## config.mk

```make
export PLATFORM = sky130hd
export DESIGN_NAME = gate_bist_ctrl
export DESIGN_NICKNAME = d
export VERILOG_FILES = /design/src/rtl/gate_bist_ctrl.sv
export SDC_FILE = /design/constraint.sdc
export NUM_CORES = 1
export LEC_CHECK = 0
export ABC_CLOCK_PERIOD_IN_PS = 1700
export BUFFER_PORTS_ARGS = -buffer_cell sky130_fd_sc_hd__buf_2
export CAP_MARGIN = 30
export CORE_ASPECT_RATIO = 0.75
export CORE_MARGIN = 3
export CORE_UTILIZATION = 50
export CTS_BUF_LIST = sky130_fd_sc_hd__clkbuf_8
export CTS_CLUSTER_SIZE = 14
export DETAILED_ROUTE_END_ITERATION = 16
export PLACE_DENSITY = 0.85
export SLEW_MARGIN = 20
export SYNTH_ARGS = -nofsm -noshare
export SYNTH_HDL_FRONTEND = slang
export SYNTH_SLANG_ARGS = --single-unit
```

## constraint.sdc

```tcl
create_clock -name clk -period 1.7 [get_ports clk]
set_input_delay 0.51 -clock clk [delete_from_list [all_inputs] [get_ports clk]]
set_output_delay 0.51 -clock clk [all_outputs]
set_load 0.05 [all_outputs]
```

## src/rtl/gate_bist_ctrl.sv

```systemverilog
// +--------------------------------------------------------------------------+
// | gate_bist_ctrl: self-test sequencer for the seven-gate switch-level unit |
// | Rev 1.0 - initial release                                                |
// +--------------------------------------------------------------------------+
`default_nettype none
`timescale 1ns/1ps

module gate_bist_ctrl #(
  parameter int SETTLE_CYCLES = 2
) (
  input  logic       clk,
  input  logic       rst_n,
  input  logic       start,
  input  logic       abort,
  input  logic [6:0] gate_out,
  output logic       x,
  output logic       y,
  output logic       busy,
  output logic       done,
  output logic       pass,
  output logic [6:0] err_mask,
  output logic [3:0] fail_vec
);

  typedef enum logic [1:0] {
    ST_IDLE   = 2'd0,
    ST_SETTLE = 2'd1,
    ST_SAMPLE = 2'd2,
    ST_DONE   = 2'd3
  } state_t;

  localparam logic [3:0] C_CNT_LAST = 4'(SETTLE_CYCLES - 1);

  state_t     r_state, w_state_nxt;
  logic [1:0] r_vec, w_vec_nxt, w_vec_inc;
  logic [3:0] r_cnt, w_cnt_nxt;
  logic       w_x_nxt, w_y_nxt, w_busy_nxt, w_done_nxt, w_pass_nxt;
  logic [6:0] w_err_nxt, w_golden, w_mism;
  logic [3:0] w_fail_nxt;
  logic       w_abort_hit;

  // Golden truth table evaluated on the vector currently driven into the unit.
  assign w_golden    = {~x, ~(x & y), ~(x | y), x & y, x | y, x ^ y, ~(x ^ y)};
  assign w_mism      = gate_out ^ w_golden;
  assign w_vec_inc   = r_vec + 2'd1;
  assign w_abort_hit = abort && (r_state == ST_SETTLE || r_state == ST_SAMPLE);

  always_comb begin
    w_state_nxt = r_state;
    w_vec_nxt   = r_vec;
    w_cnt_nxt   = r_cnt;
    w_x_nxt     = x;
    w_y_nxt     = y;
    w_busy_nxt  = busy;
    w_done_nxt  = 1'b0;
    w_pass_nxt  = pass;
    w_err_nxt   = err_mask;
    w_fail_nxt  = fail_vec;

    case (r_state)
      ST_IDLE: begin
        if (start) begin
          w_state_nxt = ST_SETTLE;
          w_vec_nxt   = 2'd0;
          w_cnt_nxt   = 4'd0;
          w_x_nxt     = 1'b0;
          w_y_nxt     = 1'b0;
          w_busy_nxt  = 1'b1;
          w_pass_nxt  = 1'b0;
          w_err_nxt   = 7'd0;
          w_fail_nxt  = 4'd0;
        end
      end
      ST_SETTLE: begin
        w_cnt_nxt = r_cnt + 4'd1;
        if (r_cnt == C_CNT_LAST) begin
          w_state_nxt = ST_SAMPLE;
        end
      end
      ST_SAMPLE: begin
        w_err_nxt         = err_mask | w_mism;
        w_fail_nxt[r_vec] = |w_mism;
        if (r_vec != 2'd3) begin
          w_state_nxt = ST_SETTLE;
          w_vec_nxt   = w_vec_inc;
          w_cnt_nxt   = 4'd0;
          w_x_nxt     = w_vec_inc[1];
          w_y_nxt     = w_vec_inc[0];
        end else begin
          // Pass must include the final vector's mismatches sampled on this edge.
          w_state_nxt = ST_DONE;
          w_vec_nxt   = 2'd0;
          w_busy_nxt  = 1'b0;
          w_done_nxt  = 1'b1;
          w_pass_nxt  = ((err_mask | w_mism) == 7'd0);
          w_x_nxt     = 1'b0;
          w_y_nxt     = 1'b0;
        end
      end
      ST_DONE: begin
        w_state_nxt = ST_IDLE;
      end
      default: begin
        w_state_nxt = ST_IDLE;
      end
    endcase

    // Abort overrides whatever the sample step would have recorded.
    if (w_abort_hit) begin
      w_state_nxt = ST_IDLE;
      w_vec_nxt   = 2'd0;
      w_cnt_nxt   = 4'd0;
      w_x_nxt     = 1'b0;
      w_y_nxt     = 1'b0;
      w_busy_nxt  = 1'b0;
      w_done_nxt  = 1'b0;
      w_pass_nxt  = 1'b0;
      w_err_nxt   = 7'd0;
      w_fail_nxt  = 4'd0;
    end
  end

  always_ff @(posedge clk) begin
    if (!rst_n) begin
      r_state  <= ST_IDLE;
      r_vec    <= 2'd0;
      r_cnt    <= 4'd0;
      x        <= 1'b0;
      y        <= 1'b0;
      busy     <= 1'b0;
      done     <= 1'b0;
      pass     <= 1'b0;
      err_mask <= 7'd0;
      fail_vec <= 4'd0;
    end else begin
      r_state  <= w_state_nxt;
      r_vec    <= w_vec_nxt;
      r_cnt    <= w_cnt_nxt;
      x        <= w_x_nxt;
      y        <= w_y_nxt;
      busy     <= w_busy_nxt;
      done     <= w_done_nxt;
      pass     <= w_pass_nxt;
      err_mask <= w_err_nxt;
      fail_vec <= w_fail_nxt;
    end
  end

endmodule

`default_nettype wire

```

==> results of run 1 <==
[cells by family (layout without fill, tap and decap cells)]
logic type | after synthesis | count (layout)
compound gates | 32 | 32
xor+xnor | 8 | 8
fa+ha+maj | 11 | 11
buf+inv | 8 | 46
flops | 22 | 22
mux | 1 | 1
simple gates | 49 | 49
[power by group through the flow]
| stage | sequential, mW | clock [mW] | combinational, mW |
|---|---|---|---|
| after floorplan | 0.786 | 0 | 0.530 |
| after global placement | 0.637 | 0 | 0.884 |
| after detailed placement | 0.647 | 0 | 0.922 |
| after CTS | 0.636 | 0.330 | 0.927 |
| after global routing | 0.654 | 0.349 | 1.20 |
| final | 0.642 | 0.323 | 1.09 |
[through the flow]
step / power (mW) / hold slack, ns / cells / area, sq um / setup slack, ns
after floorplan: 1.316 / 0.4619 / 131 / 1226 / 0.005477
after global placement: 1.521 / 0.4561 / 192 / 1429 / 0.07131
after detailed placement: 1.568 / 0.4636 / 192 / 1429 / -0.01711
after CTS: 1.893 / 0.4811 / 195 / 1470 / 0.004613
after global routing: 2.205 / 0.4989 / 201 / 1577 / -0.01893
final: 2.059 / 0.4792 / 201 / 1577 / 0.08901
[final cells by class]
class | instances | area share [%]
Clock buffer | 3 | 2.619
Inverter | 5 | 1.190
Multi-Input combinational cell | 101 | 51.11
Sequential cell | 22 | 28.57
Timing Repair Buffer | 38 | 13.97
Tap cell | 32 | 2.540
[worst paths after layout]
kind,from,endpoint
max,r_vec[1],fail_vec[0]
min,pass,pass
max reg2reg,r_vec[1],fail_vec[0]
min reg2reg,pass,pass
[repair_timing]
action | CTS | global route
buffers inserted | 0 | 6
endpoints found under the hold margin | 0 | 0
pin swaps | 2 | 10
endpoints found under the setup margin | 4 | 19
gates cloned | 0 | 0
resized for setup | 1 | 16
[registers in the layout (all words and copies together), names as in the netlist]
name and flops:
err_mask 7, fail_vec 4, r_cnt 4, r_state 2
r_vec 2, busy 1, done 1, pass 1
[cell usage in the layout (no fill, tap or decap), types with 2 or more instances in the layout]
cell and n:
a211oi_1 2, xor2_1 3, ha_1 7, dfxtp_1 18
dfxtp_2 2, nand3b_1 3, nand2b_1 2, a22oi_1 7
clkbuf_8 3, buf_4 12, ha_4 3, inv_2 2
dfxtp_4 2, o21ai_1 2, and2_1 3, inv_1 3
a21oi_1 12, a311oi_1 3, xnor2_1 5, nand2_1 6
nor2_1 17, buf_2 26
[metal layers]
metal  vias to the layer above  wire length [microns]  share of wire [%]  GRT usage [%]
li1                        545                      -                  -              -
met1                       526                   1413                 45          27.82
met2                        33                   1479                 48          32.04
met3                         3                    191                6.1          6.019
met4                         0                     23               0.74          4.396
met5                         -                      0                  0              0
==> metrics, run 1 <==
status completed; Initial DRC Count 61; Rows 14; Clock H-tree levels 1; area leader, netlist dfxtp_1; area of the multi-input gates 805.8 sq um; initial antenna violation count 0; Period minus WS final 1.611 ns; clock share of power 15.7%; Post-Synthesis Cells 131; core area 2137 sq um; WP buf/inv 1; WP depth 6; CTS clk-pin slew, worst paths 0.07 ns; hpwl dp 2174 microns; FF+latch area 450.4 sq um; Nets 193; Peak Freq 620.7 MHz; routability cong. 0.8583; switching power share of the total 42.51%; slew margin rel. 71.83%; hold_buf cts 0; Crit-path slowest cell a2111oi_4; Clock Latency Late Sink 0.26 ns; Worst-Margin Slew 0.4187 ns; final slew viol count 0; Die Height 48.54 microns; hold-critical path depth 1; CTS tree built; FFs w/ async S/R, synth 0%; Yosys reg bits 22; top cells by area, synth dfxtp_1, ha_1, a21oi_1; crit share post-route 94.76%; share of cells above drive strength 1 36.69%; first drt pass iteration count 4; vias per std cell 5.507; cells on worst reg2reg path 6; DIE WIDTH 62.72 microns; number of global-route vias before repair 1038; WP data required 1.83 ns; critical path type reg2reg; crit-path leading delay family compound AO/OA/AOI/OAI gates; Sequential Power Share 31.2%; Max VDD drop 766.7 uV; PortBufs 26; Cell Area, Synth 1206 sq um; Final Util 73.77%; Avg Synthesized Cell Area 9.207 sq um; top_reg_cell synth dfxtp_1; final setup fails 0; most frequent cell after synthesis dfxtp_1; DRC viols 0; fraction of the mapped netlist area in adder cells 11.41%; Synth Area in XOR/XNOR 5.809%; skew final 0.0008801 ns; Root Buffer clkbuf_8; sequential fraction of the synthesis area 36.51%; Post-Syn Nets 153; # IOs 27; Post-synth top cells dfxtp_1, nor2_1, a21oi_1, ha_1; via count 1107; max incr delay on CP 0.42 ns; Die ar. 3044 sq um; Final Hold Viols 0; Pleak 0.6788 nW; Synth Area in Simple Gates 23.34%; r2r setup slk 0.09 ns; Synth-to-Final Area Change 30.71%; CTS Sinks 22; filler instances 161; Synth Area in Compound Gates 19.40%; Routed WL 3108 microns; largest net degree at the start of global routing 13; CP max FO 5; Hold Crit Class reg2reg; largest family of logic cells by synthesized area simple AND/OR/NAND/NOR gates; Setup TNS Final 0 ns; P_int 1.184 mW; Worst setup SP type register; worst endpoint data arrival time 1.74 ns; gr ovfl total 0; Total GRT Usage 20.45%; drt wl/cell 15.46 microns; post-route ant nets 0; Critical Path End Type register; cts bufs inserted 3; worst-path cell chain inv_2 > ha_4 > nor2_1 > nand2_1 > a2111oi_4 > a311oi_1; top-area cell type share of the netlist area 36.51%; max-cap violation count 0; Post-synth EDFFs 0; Clock Tree Buf Depth 2; starting density of the core 56.44%; mux contribution to synthesized area 0.9336%; YS warnings 0; pwr dens 1306 nW/um^2; first-pass GRT wire length 5016 microns; part of the power in combinational logic 53.1%; ANT cells 0; Sw Pwr 0.8753 mW; Unique masters post-synth 36
No activity file was read; power rests on OpenSTA's default activity.
==> inputs of run 2 (changes only) <==
--- a/config.mk
+++ b/config.mk
@@ -15,6 +15,7 @@
 export CTS_CLUSTER_SIZE = 14
 export DETAILED_ROUTE_END_ITERATION = 16
 export PLACE_DENSITY = 0.85
+export REMOVE_ABC_BUFFERS = 1
 export SLEW_MARGIN = 20
 export SYNTH_ARGS = -nofsm -noshare
 export SYNTH_HDL_FRONTEND = slang
==> run 2 against run 1 <==
Effect of this change:
- die area stayed put
- highest routed layer unchanged
- maximum frequency shrank 2.9%
- combinational power barely moved
- non-clock buffer count up 2
- worst hold slack better by 0.021 ns
- setup slack worse by 0.048 ns
- core utilization is 0.29 points higher
==> metrics, run 2 (synthesis results as in run 1) <==
ANT cells 0; post-route ant nets 0; DRC viols 0; hold path start fail_vec[3]; skew final 0.001469 ns; CTS Sinks 22; Final Hold Viols 0; filler instances 166; DIE WIDTH 62.72 microns; max incr delay on CP 0.34 ns; PortBufs 26; r2r startpoint r_vec[1]; CTS clk-pin slew, worst paths 0.08 ns; Period minus WS final 1.659 ns; max-cap violation count 0; cts bufs inserted 3; Peak Freq 602.8 MHz; final hold slack 0.4997 ns; most common cell after layout, fill and taps aside buf_2; Die ar. 3044 sq um; share of cells above drive strength 1 36.05%; top flop regs err_mask: 7 flops, fail_vec: 4 flops, r_cnt: 4 flops; Worst-Margin Slew 0.4380 ns; number of global-route vias before repair 1079; vias per std cell 5.588; crit share post-route 97.59%; Critical Path End Type register; Worst setup SP type register; Root Buffer clkbuf_8; routability cong. 0.8072; Routed WL 3227 microns; Total GRT Usage 21.24%; gr ovfl total 0; via count 1140; Final Util 74.06%; starting density of the core 56.44%; WP data required 1.91 ns; Clock Tree Buf Depth 2; Hold Crit Class reg2reg; crit path from r_vec[1]; Clock H-tree levels 1; most frequent cells in the layout buf_2, dfxtp_1, nor2_1; core area 2137 sq um; final setup fails 0; Clock Latency Late Sink 0.27 ns; fin cells 204; critical path type reg2reg; Rows 14; Synth-to-Final Area Change 31.22%; worst-path cell chain inv_1 > ha_4 > nor3b_2 > a21oi_2 > a2111oi_4 > buf_4 > a32o_1; initial antenna violation count 0; max reg flops 7; Initial DRC Count 102; hpwl dp 2241 microns; hold_buf cts 0; Placed Instances 196; worst endpoint data arrival time 1.87 ns; largest net degree at the start of global routing 15; # IOs 27; Die Height 48.54 microns; Crit-path slowest cell dfxtp_1; drt wl/cell 15.82 microns; Max VDD drop 787.3 uV; CP max FO 5; Nets 195; final slew viol count 0; Pleak 0.6969 nW; Biggest register err_mask; pwr dens 1321 nW/um^2; CTS tree built; first-pass GRT wire length 5230 microns; first drt pass iteration count 4; slew margin rel. 70.59%; status completed
==> run 2: changes by cell type in the layout (fill, tap and decap cells not counted), moves of 2 or more <==
cell and change:
dfxtp_4 -2, ha_4 -2, dfxtp_1 +2, buf_4 +2
==> run 2: what timing repair did <==
item / CTS / global route
endpoints found under the setup margin: 7 / 11
buffers inserted: 0 / 4
endpoints found under the hold margin: 0 / 0
pin swaps: 1 / 5
gates resized for setup: 4 / 11
==> run 2: final timing paths <==
kind                               endpoint  slack [ns]  depth (start not counted)
worst max-delay path                   pass        0.04                          7
worst min-delay path            fail_vec[3]        0.50                          1
worst max register to register         pass        0.04                          7
worst min register to register  fail_vec[3]        0.50                          1
==> run 2: area by class of cell <==
type / instances / area (sq um) / share of cell area (%)
Multi-Input combinational cell: 101 / 790.8 / 49.96
Tap cell: 32 / 40.04 / 2.530
Clock buffer: 4 / 55.05 / 3.478
Sequential cell: 22 / 442.9 / 27.98
Inverter: 5 / 18.77 / 1.186
Timing Repair Buffer: 40 / 235.2 / 14.86
==> run 2: worst max-delay path: cells and delay by family (launching register included) <==
family	cells	cell delay, ns
simple gates	1	0.23
buf+inv	2	0.29
fa+ha+maj	1	0.19
compound gates	3	0.55
flops	1	0.34
==> run 2: power breakdown <==
part / internal (mW) / leakage, nW / switching, mW
sequential: 0.584 / 0.179 / 0.0459
clock: 0.207 / 0.0288 / 0.180
combinational: 0.421 / 0.489 / 0.653
==> run 2: per-stage QoR <==
stage / area [sq um] / worst slack (ns) / power, mW / TNS, ns
CTS: 1518 / 0.002487 / 1.986 / 0
global placement: 1439 / 0.08624 / 1.516 / 0
finish: 1583 / 0.04094 / 2.091 / 0
detailed placement: 1439 / -0.05647 / 1.559 / -0.1128
floorplan: 1194 / -0.3686 / 1.283 / -1.854
global route: 1583 / -0.04370 / 2.221 / -0.1277
==> run 2: layer usage <==
metal	vias up	part of all wire, %	global-route usage, %
met3	13	8.2	6.019
met1	525	44	27.97
met5	-	0	0
met2	51	46	34.51
met4	0	2.7	4.762
li1	551	-	-
